File: config.mk
export PLATFORM = sky130hd
export DESIGN_NAME = dm_regs
export DESIGN_NICKNAME = d
export VERILOG_FILES = /design/src/rtl/dm_regs.sv
export SDC_FILE = /design/constraint.sdc
export NUM_CORES = 1
export LEC_CHECK = 0
export CORE_UTILIZATION = 35
export DETAILED_ROUTE_END_ITERATION = 10
export PLACE_DENSITY = 0.65
export SETUP_SLACK_MARGIN = 0.1
export SYNTH_ARGS = -nofsm -noshare
export SYNTH_HDL_FRONTEND = slang
export SYNTH_SLANG_ARGS = --single-unit
File: constraint.sdc
create_clock -name i_clk -period 2.2 [get_ports i_clk]
set_input_delay 0.44 -clock i_clk [delete_from_list [all_inputs] [get_ports i_clk]]
set_output_delay 0.44 -clock i_clk [all_outputs]
set_load 0.1 [all_outputs]
File: src/rtl/dm_regs.sv
// Debug-module register block: DMI request/response handshake in front of the
// dmcontrol / dmstatus / abstractcs / command / data0 registers and hart control.
module dm_regs #(
  parameter logic [31:0] HARTINFO_VALUE = 32'h0,
  parameter logic [3:0]  DM_VERSION     = 4'd2
) (
  input  logic        i_clk,
  input  logic        i_reset_n,
  input  logic        i_dmi_req_valid,
  output logic        o_dmi_req_ready,
  input  logic [6:0]  i_dmi_req_address,
  input  logic [31:0] i_dmi_req_data,
  input  logic [1:0]  i_dmi_req_op,
  output logic        o_dmi_rsp_valid,
  input  logic        i_dmi_rsp_ready,
  output logic [31:0] o_dmi_rsp_data,
  output logic [1:0]  o_dmi_rsp_op,
  output logic        o_dmactive,
  output logic        o_ndmreset,
  output logic        o_haltreq,
  output logic        o_resumereq,
  input  logic        i_halted,
  input  logic        i_running,
  output logic        o_cmd_valid,
  output logic [31:0] o_cmd,
  output logic [31:0] o_data0,
  input  logic        i_cmd_done,
  input  logic [2:0]  i_cmd_err,
  input  logic        i_data0_we,
  input  logic [31:0] i_data0
);

  localparam logic [6:0] ADDR_DATA0      = 7'h04;
  localparam logic [6:0] ADDR_DMCONTROL  = 7'h10;
  localparam logic [6:0] ADDR_DMSTATUS   = 7'h11;
  localparam logic [6:0] ADDR_HARTINFO   = 7'h12;
  localparam logic [6:0] ADDR_ABSTRACTCS = 7'h16;
  localparam logic [6:0] ADDR_COMMAND    = 7'h17;

  localparam logic [1:0] OP_NOP    = 2'd0;
  localparam logic [1:0] OP_READ   = 2'd1;
  localparam logic [1:0] OP_WRITE  = 2'd2;
  localparam logic [1:0] RSP_OK    = 2'd0;
  localparam logic [1:0] RSP_FAIL  = 2'd2;

  typedef enum logic {IDLE, RESP} state_t;

  state_t state, state_next;

  logic        accept, wr_en;
  logic [31:0] rd_data, wdata;
  logic [31:0] rsp_data;
  logic [1:0]  rsp_op;

  logic        dmactive, ndmreset, haltreq, resumereq, resume_wait, resumeack;
  logic        cmd_valid, busy;
  logic [31:0] data0, cmd;
  logic [2:0]  cmderr;

  logic        dmactive_nx, ndmreset_nx, haltreq_nx, resumereq_nx, resume_wait_nx, resumeack_nx;
  logic        cmd_valid_nx, busy_nx;
  logic [31:0] data0_nx, cmd_nx;
  logic [2:0]  cmderr_nx;

  assign accept = (state == IDLE) && i_dmi_req_valid;
  assign wr_en  = accept && (i_dmi_req_op == OP_WRITE);
  assign wdata  = i_dmi_req_data;

  always_ff @(posedge i_clk or negedge i_reset_n) begin
    if (!i_reset_n) state <= IDLE;
    else            state <= state_next;
  end

  always_comb begin
    state_next = state;
    case (state)
      IDLE: if (i_dmi_req_valid) state_next = RESP;
      RESP: if (i_dmi_rsp_ready) state_next = IDLE;
    endcase
  end

  always_comb begin
    o_dmi_req_ready = (state == IDLE);
    o_dmi_rsp_valid = (state == RESP);
  end

  always_comb begin
    rd_data = 32'h0;
    case (i_dmi_req_address)
      ADDR_DATA0:      rd_data = data0;
      ADDR_DMCONTROL:  rd_data = {haltreq, 29'b0, ndmreset, dmactive};
      ADDR_DMSTATUS:   rd_data = {14'b0, resumeack, resumeack, 4'b0, i_running, i_running,
                                  i_halted, i_halted, 1'b1, 3'b0, DM_VERSION};
      ADDR_HARTINFO:   rd_data = HARTINFO_VALUE;
      ADDR_ABSTRACTCS: rd_data = {19'b0, busy, 1'b0, cmderr, 4'b0, 4'd1};
      default:         rd_data = 32'h0;
    endcase
  end

  // The response is frozen at accept, so it reflects register values before this access.
  always_ff @(posedge i_clk or negedge i_reset_n) begin
    if (!i_reset_n) begin
      rsp_data <= 32'h0;
      rsp_op   <= RSP_OK;
    end else if (accept) begin
      case (i_dmi_req_op)
        OP_READ: begin
          rsp_data <= rd_data;
          rsp_op   <= RSP_OK;
        end
        OP_NOP, OP_WRITE: begin
          rsp_data <= 32'h0;
          rsp_op   <= RSP_OK;
        end
        default: begin
          rsp_data <= 32'h0;
          rsp_op   <= RSP_FAIL;
        end
      endcase
    end
  end

  always_comb begin
    dmactive_nx    = dmactive;
    ndmreset_nx    = ndmreset;
    haltreq_nx     = haltreq;
    resumereq_nx   = 1'b0;
    resume_wait_nx = resume_wait;
    resumeack_nx   = resumeack;
    data0_nx       = data0;
    cmd_nx         = cmd;
    cmd_valid_nx   = 1'b0;
    busy_nx        = busy;
    cmderr_nx      = cmderr;

    // resumeack watches i_running only once the resume pulse has gone out
    if (resumereq) begin
      resume_wait_nx = 1'b1;
    end else if (resume_wait && i_running) begin
      resumeack_nx   = 1'b1;
      resume_wait_nx = 1'b0;
    end

    if (wr_en) begin
      case (i_dmi_req_address)
        ADDR_DMCONTROL: begin
          dmactive_nx = wdata[0];
          if (dmactive) begin
            haltreq_nx  = wdata[31];
            ndmreset_nx = wdata[1];
            if (wdata[30] && !wdata[31] && wdata[0]) begin
              resumereq_nx   = 1'b1;
              resumeack_nx   = 1'b0;
              resume_wait_nx = 1'b0;
            end
          end
        end
        ADDR_DATA0: begin
          if (dmactive) begin
            if (busy) begin
              if (cmderr == 3'd0) cmderr_nx = 3'd1;
            end else begin
              data0_nx = wdata;
            end
          end
        end
        ADDR_ABSTRACTCS: begin
          if (dmactive) cmderr_nx = cmderr & ~wdata[10:8];
        end
        ADDR_COMMAND: begin
          if (dmactive) begin
            if (busy) begin
              if (cmderr == 3'd0) cmderr_nx = 3'd1;
            end else if (cmderr == 3'd0) begin
              if (wdata[31:24] != 8'd0) begin
                cmderr_nx = 3'd2;
              end else if (!i_halted) begin
                cmderr_nx = 3'd4;
              end else begin
                cmd_nx       = wdata;
                busy_nx      = 1'b1;
                cmd_valid_nx = 1'b1;
              end
            end
          end
        end
        default: ;
      endcase
    end

    // Completion is applied after the DMI access so a hart error code wins over busy-error.
    if (i_cmd_done && busy) begin
      busy_nx = 1'b0;
      if (i_cmd_err != 3'd0) cmderr_nx = i_cmd_err;
      if (i_data0_we)        data0_nx  = i_data0;
    end

    if (!dmactive_nx) begin
      ndmreset_nx    = 1'b0;
      haltreq_nx     = 1'b0;
      resumereq_nx   = 1'b0;
      resume_wait_nx = 1'b0;
      resumeack_nx   = 1'b0;
      data0_nx       = 32'h0;
      cmd_nx         = 32'h0;
      cmd_valid_nx   = 1'b0;
      busy_nx        = 1'b0;
      cmderr_nx      = 3'd0;
    end
  end

  always_ff @(posedge i_clk or negedge i_reset_n) begin
    if (!i_reset_n) begin
      dmactive    <= 1'b0;
      ndmreset    <= 1'b0;
      haltreq     <= 1'b0;
      resumereq   <= 1'b0;
      resume_wait <= 1'b0;
      resumeack   <= 1'b0;
      data0       <= 32'h0;
      cmd         <= 32'h0;
      cmd_valid   <= 1'b0;
      busy        <= 1'b0;
      cmderr      <= 3'd0;
    end else begin
      dmactive    <= dmactive_nx;
      ndmreset    <= ndmreset_nx;
      haltreq     <= haltreq_nx;
      resumereq   <= resumereq_nx;
      resume_wait <= resume_wait_nx;
      resumeack   <= resumeack_nx;
      data0       <= data0_nx;
      cmd         <= cmd_nx;
      cmd_valid   <= cmd_valid_nx;
      busy        <= busy_nx;
      cmderr      <= cmderr_nx;
    end
  end

  assign o_dmi_rsp_data = rsp_data;
  assign o_dmi_rsp_op   = rsp_op;
  assign o_dmactive     = dmactive;
  assign o_ndmreset     = ndmreset;
  assign o_haltreq      = haltreq;
  assign o_resumereq    = resumereq;
  assign o_cmd_valid    = cmd_valid;
  assign o_cmd          = cmd;
  assign o_data0        = data0;

endmodule

==> results.py, run 1 <==
metrics = {
    "outcome": {
        "outcome": "complete, but fails checks",
        "violations": "hold timing",
    },
    "sta": {
        "setup_viol": 0,
        "min_period_ps": 2060,
        "slew_headroom_pct": 64.2,
        "whs_ps": -3.13,
        "finalSetupTns_ps": 0,
        "skew_ps": 7.89,
        "rsz0062_at_grt": "no",
        "worstMarginPinSlew_ps": 537,
        "worst_slack_ps": 143,
        "period_share_pct": 93.5,
        "report.final.slew_viol_count": 0,
        "hold_viol": 2,
        "fmax_mhz": 486,
    },
    "synthesis": {
        "synth.distinct_cells": 52,
        "yosysSeqAreaShare_pct": 52.8,
        "synth_largest_area_cell": "dfrtp_1",
        "yosys_warnings": 0,
        "synth_top_cell_area_share_pct": 52.8,
        "syn_avg_cell_area_sq_um": 11.0,
        "netlist_area_sq_um": 5170,
        "synthTopCellsByCount": "109 x dfrtp_1, 59 x nand2_1, 42 x nor2_1",
        "ys_ff_latch": 109,
        "synthFlopType": "dfrtp_1",
        "syn-instance-count": 469,
        "synth.net_count": 553,
        "ys_async_sr_fraction_pct": 100,
        "synth_area_leaders": "dfrtp_1 53%, a211oi_2 7.3%, mux2i_1 6.2%",
        "yosysMostFrequentCell": "dfrtp_1",
        "synth_edf_count": 0,
    },
    "drt": {
        "drtPass1Iterations": 4,
        "antenna_left": 0,
        "wl_per_cell_microns": 18.9,
        "wirelength_microns": 16800,
        "first_iter_violations": 256,
        "routed_via_density": 5.28,
        "detail_route.drc_violations": 0,
        "vias": 4700,
    },
    "worst_setup_path": {
        "arrival_ps": 2270,
        "timing.critical_path.from": "i_dmi_req_address[1]",
        "reg2reg_from": "o_dmi_rsp_valid$_DFF_PN0_",
        "crit_path_start_kind": "input pin",
        "cp.required_ps": 2410,
        "criticalPathCategory": "input pin to register",
        "crit_path_max_fanout": 7,
        "worst_setup_path_end_kind": "register",
    },
    "final_layout": {
        "areaGrowthSynthToFinish_pct": 54.5,
        "final_cell_area_sq_um": 7990,
        "multi_input_area_sq_um": 2410,
        "insertedDiodeCount": 0,
        "drive_gt1_share_pct": 36.7,
        "nNetsFinal": 787,
        "fillers": 1235,
        "fin_cells": 890,
        "regArea_sq_um": 2730,
    },
    "cts": {
        "htree_num_levels": 3,
        "clock_latency_ps": 350,
        "postCtsHoldBufs": 0,
        "clkTransAtPathRegs_ps": 70,
        "cts_tree": "built",
        "root_buffer": "clkbuf_16",
        "cts_sinks": 109,
        "cts_buffers": 9,
        "clockBufferDepth": 2,
    },
    "placed_design": {
        "io_buffers": 187,
        "post-place-ws_ps": -464,
        "place_area_sq_um": 7320,
        "placed_cells": 858,
        "gp_congestion": 0.908,
        "place_hpwl_microns": 12100,
    },
    "power_and_ir_drop": {
        "power_density_nw_per_um2": 493,
        "p_leak_nw": 3.49,
        "ir_worst_vdd_v": 0.000329,
    },
    "floorplanning": {
        "initial_core_util_pct": 35.7,
        "dieHeight_microns": 124,
        "placementRows": 44,
        "dieWidth_microns": 124,
        "core_area_sq_um": 14500,
        "ios": 189,
        "dieArea_sq_um": 15300,
    },
    "grt": {
        "grt_overflow": 0,
        "antenna_found_initial": 0,
        "grtUsageTotal_pct": 22.6,
        "grt_pass1_vias": 4761,
        "grt_first_pass_wirelength_microns": 25800,
        "grt_max_degree": 49,
    },
    "worst_hold_path": {
        "hold_class": "input pin to asynchronous set/reset pin",
    },
    "flow_run": {
        "max-cap-violations": 0,
    },
}
layout make-up:
type | count | share of cell area, %
timing repair buffer | 257 | 29.4
clock inverter | 3 | 0.188
tap | 184 | 2.88
inverter | 4 | 0.188
multi-input combinational | 322 | 30.2
sequential | 109 | 34.2
clock buffer | 11 | 2.91
critical path: stages:
cell	delay, ps
dlygate4sd2_1	280
or4b_4	580
nor2_4	120
and3_4	220
buf_12	140
buf_12	160
mux2i_2	240
a211oi_2	90
metrics by stage:
stage                     hold WS [ps]  total power, mW  utilization (%)
after floorplan                    144             2.20                -
final                            -3.13             3.94             55.2
after global routing              17.5             4.09             55.2
after CTS                         7.11             3.97             53.8
after detailed placement           386             2.50             50.6
after global placement             375             2.49             50.6
what timing repair did:
action,CTS,global route
setup endpoints to repair,83,85
gates cloned,1,1
resized for setup,31,33
setup buffers,13,3
pin swaps,8,10
cells by family (layout without fill, tap and decap cells):
kind of cell           Yosys count  count (layout)  share of synthesized area, %
AND/OR/NAND/NOR                162             162                          15.8
AO/OA/AOI/OAI                  126             126                          20.2
flip-flops                     109             109                          52.8
buffers and inverters           38             275                          4.65
multiplexers                    33              33                          6.46
other                            1               1                        0.0726
power by group:
| part | switching [mW] | leakage [nW] | internal, mW |
|---|---|---|---|
| Sequential | 0.00479 | 1.52 | 2.01 |
| Clock | 0.705 | 0.125 | 0.751 |
| Combinational | 0.256 | 1.85 | 0.209 |
| Total | 0.965 | 3.49 | 2.97 |
sequential cells by signal (all words and copies together), names as in the netlist, 3 cells and up:
signal	count
cmderr	3
o_cmd	32
o_data0	32
o_dmi_rsp_data	32
per-layer routing:
layer | GRT usage, % | routed length (microns)
met2 | 36.7 | 8330
met1 | 29.3 | 7220
met3 | 5.26 | 1030
met5 | 0 | 0
met4 | 7.98 | 244
worst paths after layout:
check,depth (start not counted),end,slack (ps)
setup reg to reg,7,o_data0[11]$_DFF_PN0_,170
hold / removal,1,o_data0[22]$_DFF_PN0_,-3
min in group i_clk,1,o_cmd[29]$_DFFE_PN0P_,490
max in group asynchronous,2,o_dmactive$_DFF_PN0_,1560
setup / recovery,8,o_data0[11]$_DFF_PN0_,140
hold reg to reg,1,o_cmd[29]$_DFFE_PN0P_,490
placed cells by master (no fill, tap or decap), types with 5 or more instances in the layout:
cell type	count
clkbuf_16	10
nand3_1	7
a21oi_1	31
mux2i_1	21
nand2b_1	8
buf_4	154
a211oi_2	32
nand2_1	59
o21ai_0	8
buf_12	9
buf_6	6
clkdlybuf4s50_1	72
a22o_1	34
nor3_1	5
nor2_1	41
mux2i_4	8
dfrtp_1	107
and2_1	8
Power figures use the tool's default switching activity.
==> inputs of run 2 (changes only) <==
--- a/config.mk
+++ b/config.mk
@@ -9,6 +9,7 @@
 export DETAILED_ROUTE_END_ITERATION = 10
 export PLACE_DENSITY = 0.65
 export SETUP_SLACK_MARGIN = 0.1
+export SLEW_MARGIN = 20
 export SYNTH_ARGS = -nofsm -noshare
 export SYNTH_HDL_FRONTEND = slang
 export SYNTH_SLANG_ARGS = --single-unit
==> results of run 2 <==
No change in the layout: final DEF, timing and power equal those of run 1.
==> inputs of run 3 (changes only) <==
==> constraint.sdc (replaced) <==
create_clock -name i_clk -period 2.5 [get_ports i_clk]
set_input_delay 0.5 -clock i_clk [delete_from_list [all_inputs] [get_ports i_clk]]
set_output_delay 0.5 -clock i_clk [all_outputs]
set_load 0.1 [all_outputs]
==> results.py, run 3 (synthesis results as in run 1) <==
metrics = {
    "outcome": {
        "outcome": "completed",
    },
    "cts": {
        "root_buffer": "clkbuf_16",
        "clockBufferDepth": 2,
        "cts_buffers": 9,
        "post_cts_buffers": 0,
        "htree_num_levels": 3,
        "cts_tree": "built",
        "clkTransAtPathRegs_ps": 70,
        "cts_sinks": 109,
        "clock_latency_ps": 350,
    },
    "sta": {
        "worst_slack_ps": 197,
        "finalSetupTns_ps": 0,
        "rsz0062_at_grt": "no",
        "slew_headroom_pct": 61.7,
        "fmax_mhz": 434,
        "report.final.slew_viol_count": 0,
        "worstMarginPinSlew_ps": 575,
        "min_period_ps": 2300,
        "setup_viol": 0,
        "period_share_pct": 92.1,
        "hold_viol": 0,
        "skew_ps": 8.10,
    },
    "placed_design": {
        "place_hpwl_microns": 11800,
        "io_buffers": 187,
        "post-place-ws_ps": -163,
        "placed_cells": 856,
        "place_area_sq_um": 7260,
        "gp_congestion": 0.814,
    },
    "drt": {
        "first_iter_violations": 249,
        "detail_route.drc_violations": 0,
        "vias": 4516,
        "antenna_left": 0,
        "routed_via_density": 5.20,
        "wl_per_cell_microns": 18.2,
        "wirelength_microns": 15800,
        "drtPass1Iterations": 5,
    },
    "final_layout": {
        "fin_cells": 869,
        "layout_commonest_cell": "buf_4",
        "final_cell_area_sq_um": 7520,
        "nNetsFinal": 767,
        "mostFrequentLayoutCells": "148 x buf_4, 108 x dfrtp_1, 82 x clkdlybuf4s50_1",
        "drive_gt1_share_pct": 31.4,
        "areaGrowthSynthToFinish_pct": 45.6,
        "insertedDiodeCount": 0,
    },
    "floorplanning": {
        "initial_core_util_pct": 35.7,
        "core_area_sq_um": 14500,
        "dieArea_sq_um": 15300,
        "dieWidth_microns": 124,
        "ios": 189,
        "placementRows": 44,
        "dieHeight_microns": 124,
    },
    "worst_setup_path": {
        "regToRegSetupSlack_ps": 450,
        "cp.required_ps": 2780,
        "criticalPathCategory": "input pin to register",
        "arrival_ps": 2580,
        "ff2ff_path_depth": 6,
        "cpMostUsedCell": "buf_4",
        "crit_path_max_fanout": 3,
        "worst_setup_path_end_kind": "register",
        "slowest_stage": "or4_1",
        "cp_num_buf_inv": 3,
        "cpLargestDelayFamily": "simple AND/OR/NAND/NOR gates",
        "reg2reg_to": "o_data0[23]$_DFF_PN0_",
        "critPathMaxStageDelay_ps": 560,
        "crit_path_start_kind": "input pin",
        "worstPathCellList": "clkdlybuf4s50_1 -> buf_4 -> nand3_1 -> buf_4 -> or4_1 -> a211oi_1 -> nand3b_1 -> a21oi_1",
        "reg2reg_from": "o_dmi_rsp_valid$_DFF_PN0_",
    },
    "grt": {
        "grt_overflow": 0,
        "grt_first_pass_wirelength_microns": 24100,
        "grt_max_degree": 65,
        "antenna_found_initial": 1,
        "grtUsageTotal_pct": 21.1,
        "grt_pass1_vias": 4505,
    },
    "worst_hold_path": {
        "hold_class": "input pin to asynchronous set/reset pin",
    },
    "power_and_ir_drop": {
        "power_density_nw_per_um2": 457,
        "pwr-share-clk_pct": 37.4,
        "seq_power_share_pct": 51.5,
        "power_mw": 3.44,
        "ir_worst_vdd_v": 0.000291,
        "internal_power_mw": 2.62,
        "p_leak_nw": 3.27,
        "p_sw_uw": 819,
        "comb_power_share_pct": 11.0,
        "p_sw_share_pct": 23.8,
    },
    "flow_run": {
        "max-cap-violations": 0,
    },
}
==> run 3: changes by cell type in the layout (fill, tap and decap cells not counted), sizes merged <==
cell           previous run  this run
clkdlybuf4s50            72        82
dlygate4sd2               4         0
clkbuf                   14        10
buf                     173       155
dlymetal6s2s              4         0
bufbuf                    1         0
==> run 3: through the flow <==
step / util [%] / hold slack (ps)
floorplan: - / 204
global placement: 50.1 / 472
detailed placement: 50.1 / 476
CTS: 51.9 / 157
global route: 52.0 / 179
finish: 52.0 / 119
==> run 3: worst max path at each step <==
| stage | from | slack, ps | endpoint | cells past startpoint |
|---|---|---|---|---|
| after floorplan | o_dmi_rsp_valid$_DFF_PN0_ | 290 | o_data0[10]$_DFF_PN0_ | 5 |
| after global placement | i_dmi_req_address[2] | -120 | o_dmi_rsp_data[21]$_DFFE_PN0P_ | 6 |
| final | i_dmi_req_address[1] | 200 | busy$_DFFE_PN0P_ | 8 |
| after detailed placement | i_dmi_req_address[3] | -160 | o_cmd[6]$_DFFE_PN0P_ | 8 |
| after global routing | i_dmi_req_address[4] | 120 | o_cmd[6]$_DFFE_PN0P_ | 8 |
| after CTS | i_dmi_req_address[3] | 180 | o_cmd[6]$_DFFE_PN0P_ | 8 |
==> run 3: area by class of cell <==
class	count	area [sq um]
clock buffer	10	239
clock inverter	3	15.0
fill	1277	6960
inverter	4	15.0
multi-input combinational	322	2220
sequential	109	2730
tap	184	230
timing repair buffer	237	2070
==> run 3: repair_timing <==
action	4_1_cts	5_1_grt
setup endpoints to repair	0	31
hold buffers	0	0
resized for setup	0	2
==> run 3: worst reg2reg max path: stages, from the launching register on <==
cell	delay (ps)
dfrtp_2	420
or2b_2	330
nor3b_4	350
and3_4	320
buf_12	170
mux2i_1	230
a211oi_2	100
==> run 3: power groups by stage <==
stage	sequential, mW	combinational (mW)	clock [mW]
floorplan	1.84	0.0860	0
global placement	1.81	0.377	0
detailed placement	1.81	0.381	0
CTS	1.77	0.382	1.34
global route	1.77	0.406	1.38
finish	1.77	0.380	1.29
==> run 3: per-layer routing <==
layer / vias to the layer above / global-route usage (%) / wire length [microns]
li1: 2115 / - / -
met1: 2231 / 27.6 / 6760
met2: 155 / 34.6 / 7810
met3: 15 / 4.43 / 1030
met4: 0 / 7.38 / 229
met5: - / 0 / 0
